`config.mk`:
```
export PLATFORM = sky130hd
export DESIGN_NAME = memory_arbiter
export DESIGN_NICKNAME = d
export VERILOG_FILES = /design/src/rtl/memory_arbiter.sv
export SDC_FILE = /design/constraint.sdc
export NUM_CORES = 1
export LEC_CHECK = 0
export CORE_AREA = 5 5 84 86
export DETAILED_ROUTE_END_ITERATION = 7
export DIE_AREA = 0 0 89 91
export HOLD_SLACK_MARGIN = 0.08
export PLACE_DENSITY = 0.72
export SYNTH_ARGS = -nofsm -noshare
export SYNTH_HDL_FRONTEND = slang
export SYNTH_SLANG_ARGS = --single-unit
```
`constraint.sdc`:
```
create_clock -name CLK -period 1.5 [get_ports CLK]
set_input_delay 0.375 -clock CLK [delete_from_list [all_inputs] [get_ports CLK]]
set_output_delay 0.375 -clock CLK [all_outputs]
set_load 0.05 [all_outputs]
```
`src/rtl/memory_arbiter.sv`:
```
// memory_arbiter
//   Shares one 16-bit address / 8-bit data memory (ROM 0x0000-0x7FFF,
//   RAM 0x8000-0xFFFF) between two requesters and sequences each access
//   through SETUP, STROBE (WAIT_STATES+1 cycles) and HOLD phases.
//
// Ports
//   CLK, RST                 clock (rising edge), async active-high reset
//   REQn/WRITEn/ADDRn/WDATAn request, direction, address, write data (n=0,1)
//   ACKn                     one-cycle completion pulse for port n
//   RDATA                    data of the last completed read
//   GRANT                    one-hot owner of current transaction, 00 idle
//   BUSY                     high whenever the sequencer is not idle
//   ROM_WRITE_ERR            pulses with ACK on a suppressed write to ROM
//   MEM_ADDR/MEM_WDATA       address and write data to the memory
//   MEM_RDATA                read data from the memory
//   MEM_OE_bar/MEM_WE_bar    active-low read / write strobes
//
// Every output comes straight from a flop; the strobe flops are computed
// from the next state so they change on the same edge as the state.
module memory_arbiter #(
  parameter int unsigned WAIT_STATES    = 1,
  parameter bit          FIXED_PRIORITY = 1'b0
) (
  input  logic        CLK,
  input  logic        RST,
  input  logic        REQ0,
  input  logic        WRITE0,
  input  logic [15:0] ADDR0,
  input  logic [7:0]  WDATA0,
  output logic        ACK0,
  input  logic        REQ1,
  input  logic        WRITE1,
  input  logic [15:0] ADDR1,
  input  logic [7:0]  WDATA1,
  output logic        ACK1,
  output logic [7:0]  RDATA,
  output logic [1:0]  GRANT,
  output logic        BUSY,
  output logic        ROM_WRITE_ERR,
  output logic [15:0] MEM_ADDR,
  output logic [7:0]  MEM_WDATA,
  input  logic [7:0]  MEM_RDATA,
  output logic        MEM_OE_bar,
  output logic        MEM_WE_bar
);

  localparam logic [3:0] WAIT_LOAD = 4'(WAIT_STATES);

  typedef enum logic [1:0] {
    ST_IDLE   = 2'd0,
    ST_SETUP  = 2'd1,
    ST_STROBE = 2'd2,
    ST_HOLD   = 2'd3
  } state_t;

  state_t      state_q, state_d;
  logic [3:0]  cnt_q, cnt_d;
  logic        last_q, last_d;
  logic [1:0]  grant_q, grant_d;
  logic [15:0] mem_addr_q, mem_addr_d;
  logic [7:0]  mem_wdata_q, mem_wdata_d;
  logic        write_q, write_d;
  logic [7:0]  rdata_q, rdata_d;
  logic        ack0_q, ack0_d;
  logic        ack1_q, ack1_d;
  logic        err_q, err_d;
  logic        busy_q, busy_d;
  logic        oe_bar_q, oe_bar_d;
  logic        we_bar_q, we_bar_d;
  logic        win1_s;

  // Next-state, arbitration and registered-output computation.
  always_comb begin
    state_d     = state_q;
    cnt_d       = cnt_q;
    last_d      = last_q;
    grant_d     = grant_q;
    mem_addr_d  = mem_addr_q;
    mem_wdata_d = mem_wdata_q;
    write_d     = write_q;
    rdata_d     = rdata_q;
    ack0_d      = 1'b0;
    ack1_d      = 1'b0;
    err_d       = 1'b0;
    win1_s      = 1'b0;

    case (state_q)
      ST_IDLE: begin
        if (REQ0 || REQ1) begin
          if (REQ0 && REQ1) begin
            // LAST=1 means port 1 won previously, so port 0 goes next.
            win1_s = FIXED_PRIORITY ? 1'b0 : ~last_q;
          end else begin
            win1_s = REQ1;
          end
          last_d      = win1_s;
          grant_d     = win1_s ? 2'b10 : 2'b01;
          mem_addr_d  = win1_s ? ADDR1  : ADDR0;
          mem_wdata_d = win1_s ? WDATA1 : WDATA0;
          write_d     = win1_s ? WRITE1 : WRITE0;
          state_d     = ST_SETUP;
        end else begin
          grant_d = 2'b00;
        end
      end
      ST_SETUP: begin
        state_d = ST_STROBE;
        cnt_d   = WAIT_LOAD;
      end
      ST_STROBE: begin
        if (cnt_q == 4'd0) begin
          state_d = ST_HOLD;
          if (!write_q) begin
            rdata_d = MEM_RDATA;
          end else begin
            rdata_d = rdata_q;
          end
          ack0_d = grant_q[0];
          ack1_d = grant_q[1];
          err_d  = write_q && !mem_addr_q[15];
        end else begin
          cnt_d = cnt_q - 4'd1;
        end
      end
      ST_HOLD: begin
        state_d = ST_IDLE;
        grant_d = 2'b00;
      end
      default: begin
        state_d = ST_IDLE;
        grant_d = 2'b00;
      end
    endcase

    // Strobes follow the state being entered; a ROM write never pulls WE low.
    busy_d   = (state_d != ST_IDLE);
    oe_bar_d = !((state_d == ST_STROBE) && !write_d);
    we_bar_d = !((state_d == ST_STROBE) && write_d && mem_addr_d[15]);
  end

  // State and output registers, cleared immediately by RST.
  always_ff @(posedge CLK or posedge RST) begin
    if (RST) begin
      state_q     <= ST_IDLE;
      cnt_q       <= 4'd0;
      last_q      <= 1'b1;
      grant_q     <= 2'b00;
      mem_addr_q  <= 16'h0000;
      mem_wdata_q <= 8'h00;
      write_q     <= 1'b0;
      rdata_q     <= 8'h00;
      ack0_q      <= 1'b0;
      ack1_q      <= 1'b0;
      err_q       <= 1'b0;
      busy_q      <= 1'b0;
      oe_bar_q    <= 1'b1;
      we_bar_q    <= 1'b1;
    end else begin
      state_q     <= state_d;
      cnt_q       <= cnt_d;
      last_q      <= last_d;
      grant_q     <= grant_d;
      mem_addr_q  <= mem_addr_d;
      mem_wdata_q <= mem_wdata_d;
      write_q     <= write_d;
      rdata_q     <= rdata_d;
      ack0_q      <= ack0_d;
      ack1_q      <= ack1_d;
      err_q       <= err_d;
      busy_q      <= busy_d;
      oe_bar_q    <= oe_bar_d;
      we_bar_q    <= we_bar_d;
    end
  end

  assign ACK0          = ack0_q;
  assign ACK1          = ack1_q;
  assign RDATA         = rdata_q;
  assign GRANT         = grant_q;
  assign BUSY          = busy_q;
  assign ROM_WRITE_ERR = err_q;
  assign MEM_ADDR      = mem_addr_q;
  assign MEM_WDATA     = mem_wdata_q;
  assign MEM_OE_bar    = oe_bar_q;
  assign MEM_WE_bar    = we_bar_q;

endmodule

```
==> flow_metrics.env <==
export IMPL_grt_max_degree=29
export IMPL_row_count=29
export IMPL_violations="negative setup slack"
export IMPL_gp_congestion=0.721
export IMPL_drt_pass1_iter_count=4
export IMPL_final_max_slew_viol_count=0
export IMPL_synth_edf_count=0
export IMPL_ant_nets=0
export IMPL_critical_path_arrival_ps=1780
export IMPL_antenna_found_initial=0
export IMPL_io_buffers=101
export IMPL_drt_total_wl_um=6310
export IMPL_grt_overflow=0
export IMPL_die_width_um=89
export IMPL_synthToLayoutAreaGrowth_pct=89.9
export IMPL_hpwl_um=4690
export IMPL_vias_per_cell=4.70
export IMPL_synth_area_um2=2220
export IMPL_swShare=0.429
export IMPL_combPwrFrac=0.647
export IMPL_crit_type="reg2reg"
export IMPL_seq_power_share=0.258
export IMPL_fmax_ghz=0.650
export IMPL_synth_seq_area_share=0.544
export IMPL_cts_tree="built"
export IMPL_synth_flop_cell="dfrtp_1"
export IMPL_vdd_drop_max_mv=1.42
export IMPL_layout_common_cells="clkdlybuf4s50_1 (60), dfrtp_1 (45), buf_12 (45)"
export IMPL_cts_root_buf="clkbuf_8"
export IMPL_place_area_um2=3930
export IMPL_worst_hold_path_type="in2async"
export IMPL_initial_core_util=0.357
export IMPL_leakage_nw=1.87
export IMPL_clockBufferDepth=2
export IMPL_synth_area_per_cell_um2=11.5
export IMPL_cp_start_kind="flip-flop"
export IMPL_synthCells=192
export IMPL_grt_pass1_wl_um=9480
export IMPL_yosysWarnings=0
export IMPL_clk_insertion_delay_late_ps=300
export IMPL_cts_hold_buf=0
export IMPL_setup_viol=11
export IMPL_drive_above_1_share=0.335
export IMPL_n_antenna_cell=0
export IMPL_power_density_nw_per_um2=2340
export IMPL_ys_seq_elements=48
export IMPL_fin_crit_sh=1.03
export IMPL_hold_violations=0
export IMPL_dieArea_um2=8100
export IMPL_synth_cell_types=35
export IMPL_crit_path_start="cnt_q[0]"
export IMPL_r2r_start="cnt_q[0]"
export IMPL_status="complete, but fails checks"
export IMPL_final_setup_worst_slack_ps=-38.4
export IMPL_cp_required_ps=1740
export IMPL_stdcell_area_um2=4210
export IMPL_postSynth_asyncResetShare=1.00
export IMPL_timing_slew_headroom=0.797
export IMPL_vias=1877
export IMPL_numCtsBuffers=5
export IMPL_min_period_ps=1540
export IMPL_core_region_area_um2=6200
export IMPL_grtUsageTotal=0.150
export IMPL_ioPinCount=102
export IMPL_grt_pass1_vias=1945
export IMPL_syn_nets=261
export IMPL_worst_setup_path_end_kind="flip-flop"
export IMPL_clockPowerShare=0.095
export IMPL_worst_path_max_delay_cell="or4b_4"
export IMPL_post_drt_wl_per_cell_um=15.8
export IMPL_cts_htree_levels=2
export IMPL_crit_fanout=3
export IMPL_clock_sinks=48
export IMPL_cp_cell_sequence="inv_2, ha_4, or4b_4, a31oi_4, nor2b_2, nand2b_1"
export IMPL_dpl_worst_slack_ps=-311
export IMPL_clock_skew_ps=5.32
export IMPL_die_h_um=91
export IMPL_finalNetCount=390
export IMPL_switchingPower_mw=4.22
export IMPL_drt_initial_drc_count=17
export IMPL_drc=0
export IMPL_rsz0062_at_grt="true"
export IMPL_clk_pin_slew_ps=90
export IMPL_layout_commonest_cell="clkdlybuf4s50_1"
export IMPL_max_slew_worst_pin_slew_ps=300
export IMPL_crit_path_max_incr_delay_ps=480
export IMPL_p_int_mw=5.62
export IMPL_maxCapViolCount=0
-- cells in the mapped netlist (all sizes together), types with 2 or more instances --
library cell / number / area (um^2)
a31oi: 2 / 27.5
clkbuf: 4 / 15.0
o21ai: 28 / 140
mux2i: 27 / 270
nor2b: 2 / 15.0
nor3b: 3 / 27.5
dfstp: 3 / 78.8
mux2: 8 / 90.1
nor2: 3 / 13.8
a21o: 2 / 15.0
a21oi: 2 / 10.0
and2: 2 / 12.5
a22o: 2 / 17.5
ha: 7 / 87.6
nor3: 4 / 20.0
dfrtp: 45 / 1130
nand2: 28 / 105
inv: 6 / 22.5
buf: 5 / 38.8
-- per-layer routing --
layer  vias to the layer above  track usage  routed length (um)
met5                         -            0                   0
met1                       889        0.174                2370
met3                         6       0.0443                 546
li1                        918            -                   -
met4                         0       0.0447                  76
met2                        64        0.264                3320
-- through the flow --
stage | setup TNS, ps | hold slack (ps) | instances | utilization | power [mW]
after floorplan | 0 | 404 | 192 | - | 5.39
after global placement | -7780 | 508 | 385 | 0.634 | 8.50
after detailed placement | -8900 | 522 | 385 | 0.634 | 8.63
after CTS | -305 | 368 | 394 | 0.661 | 9.73
after global routing | -982 | 374 | 399 | 0.678 | 10.4
final | -178 | 373 | 399 | 0.678 | 9.84
-- cell families after synthesis --
| kind of cell | count (synthesis) | share of synthesized area |
|---|---|---|
| buffers and inverters | 15 | 0.0344 |
| flip-flops | 48 | 0.544 |
| multiplexers | 35 | 0.163 |
| adder cells (fa/ha/maj) | 7 | 0.0395 |
| XOR/XNOR | 1 | 0.00395 |
| AO/OA/AOI/OAI | 38 | 0.102 |
| AND/OR/NAND/NOR | 48 | 0.113 |
-- registers in the layout, summed over array words and instances, names as in the netlist, 2 cells and up --
| signal | count |
|---|---|
| GRANT | 2 |
| MEM_ADDR | 16 |
| MEM_WDATA | 8 |
| RDATA | 8 |
| cnt_q | 4 |
| state_q | 2 |
-- power by group through the flow --
stage | Combinational (mW) | Sequential (mW) | Clock [mW]
after floorplan | 1.44 | 3.95 | 0
after global placement | 5.98 | 2.52 | 0
after detailed placement | 6.08 | 2.55 | 0
after CTS | 6.22 | 2.55 | 0.957
after global routing | 6.71 | 2.62 | 1.03
final | 6.37 | 2.54 | 0.933
-- repair_timing --
action,CTS,global route
pin swaps,1,2
cloned,0,2
resized for setup,8,9
endpoints found under the setup margin,13,35
setup buffers,1,3
-- final cells by class --
| cell class | instances | area [um^2] |
|---|---|---|
| Clock inverter | 2 | 35.0 |
| Sequential cell | 48 | 1200 |
| Multi-Input combinational cell | 129 | 1030 |
| Tap cell | 77 | 96.3 |
| Fill cell | 457 | 2000 |
| Timing Repair Buffer | 131 | 1750 |
| Inverter | 6 | 26.3 |
| Clock buffer | 6 | 72.6 |
-- final timing paths --
kind	endpoint	cells past startpoint	slack, ps
worst max-delay path	MEM_OE_bar	6	-40
worst min-delay path	MEM_ADDR[8]	2	370
worst max register to register	MEM_OE_bar	6	-40
worst min register to register	ROM_WRITE_ERR	1	530
max in group asynchronous	MEM_OE_bar	3	650
min in group CLK	ROM_WRITE_ERR	1	530
-- worst max-delay path, delay by kind of cell, from the launching register on --
| family | cells | cell delay (ps) |
|---|---|---|
| adder cells (fa/ha/maj) | 1 | 160 |
| AO/OA/AOI/OAI | 1 | 190 |
| flip-flops | 1 | 410 |
| buffers and inverters | 1 | 90 |
| AND/OR/NAND/NOR | 3 | 640 |
Power figures use the tool's default switching activity.
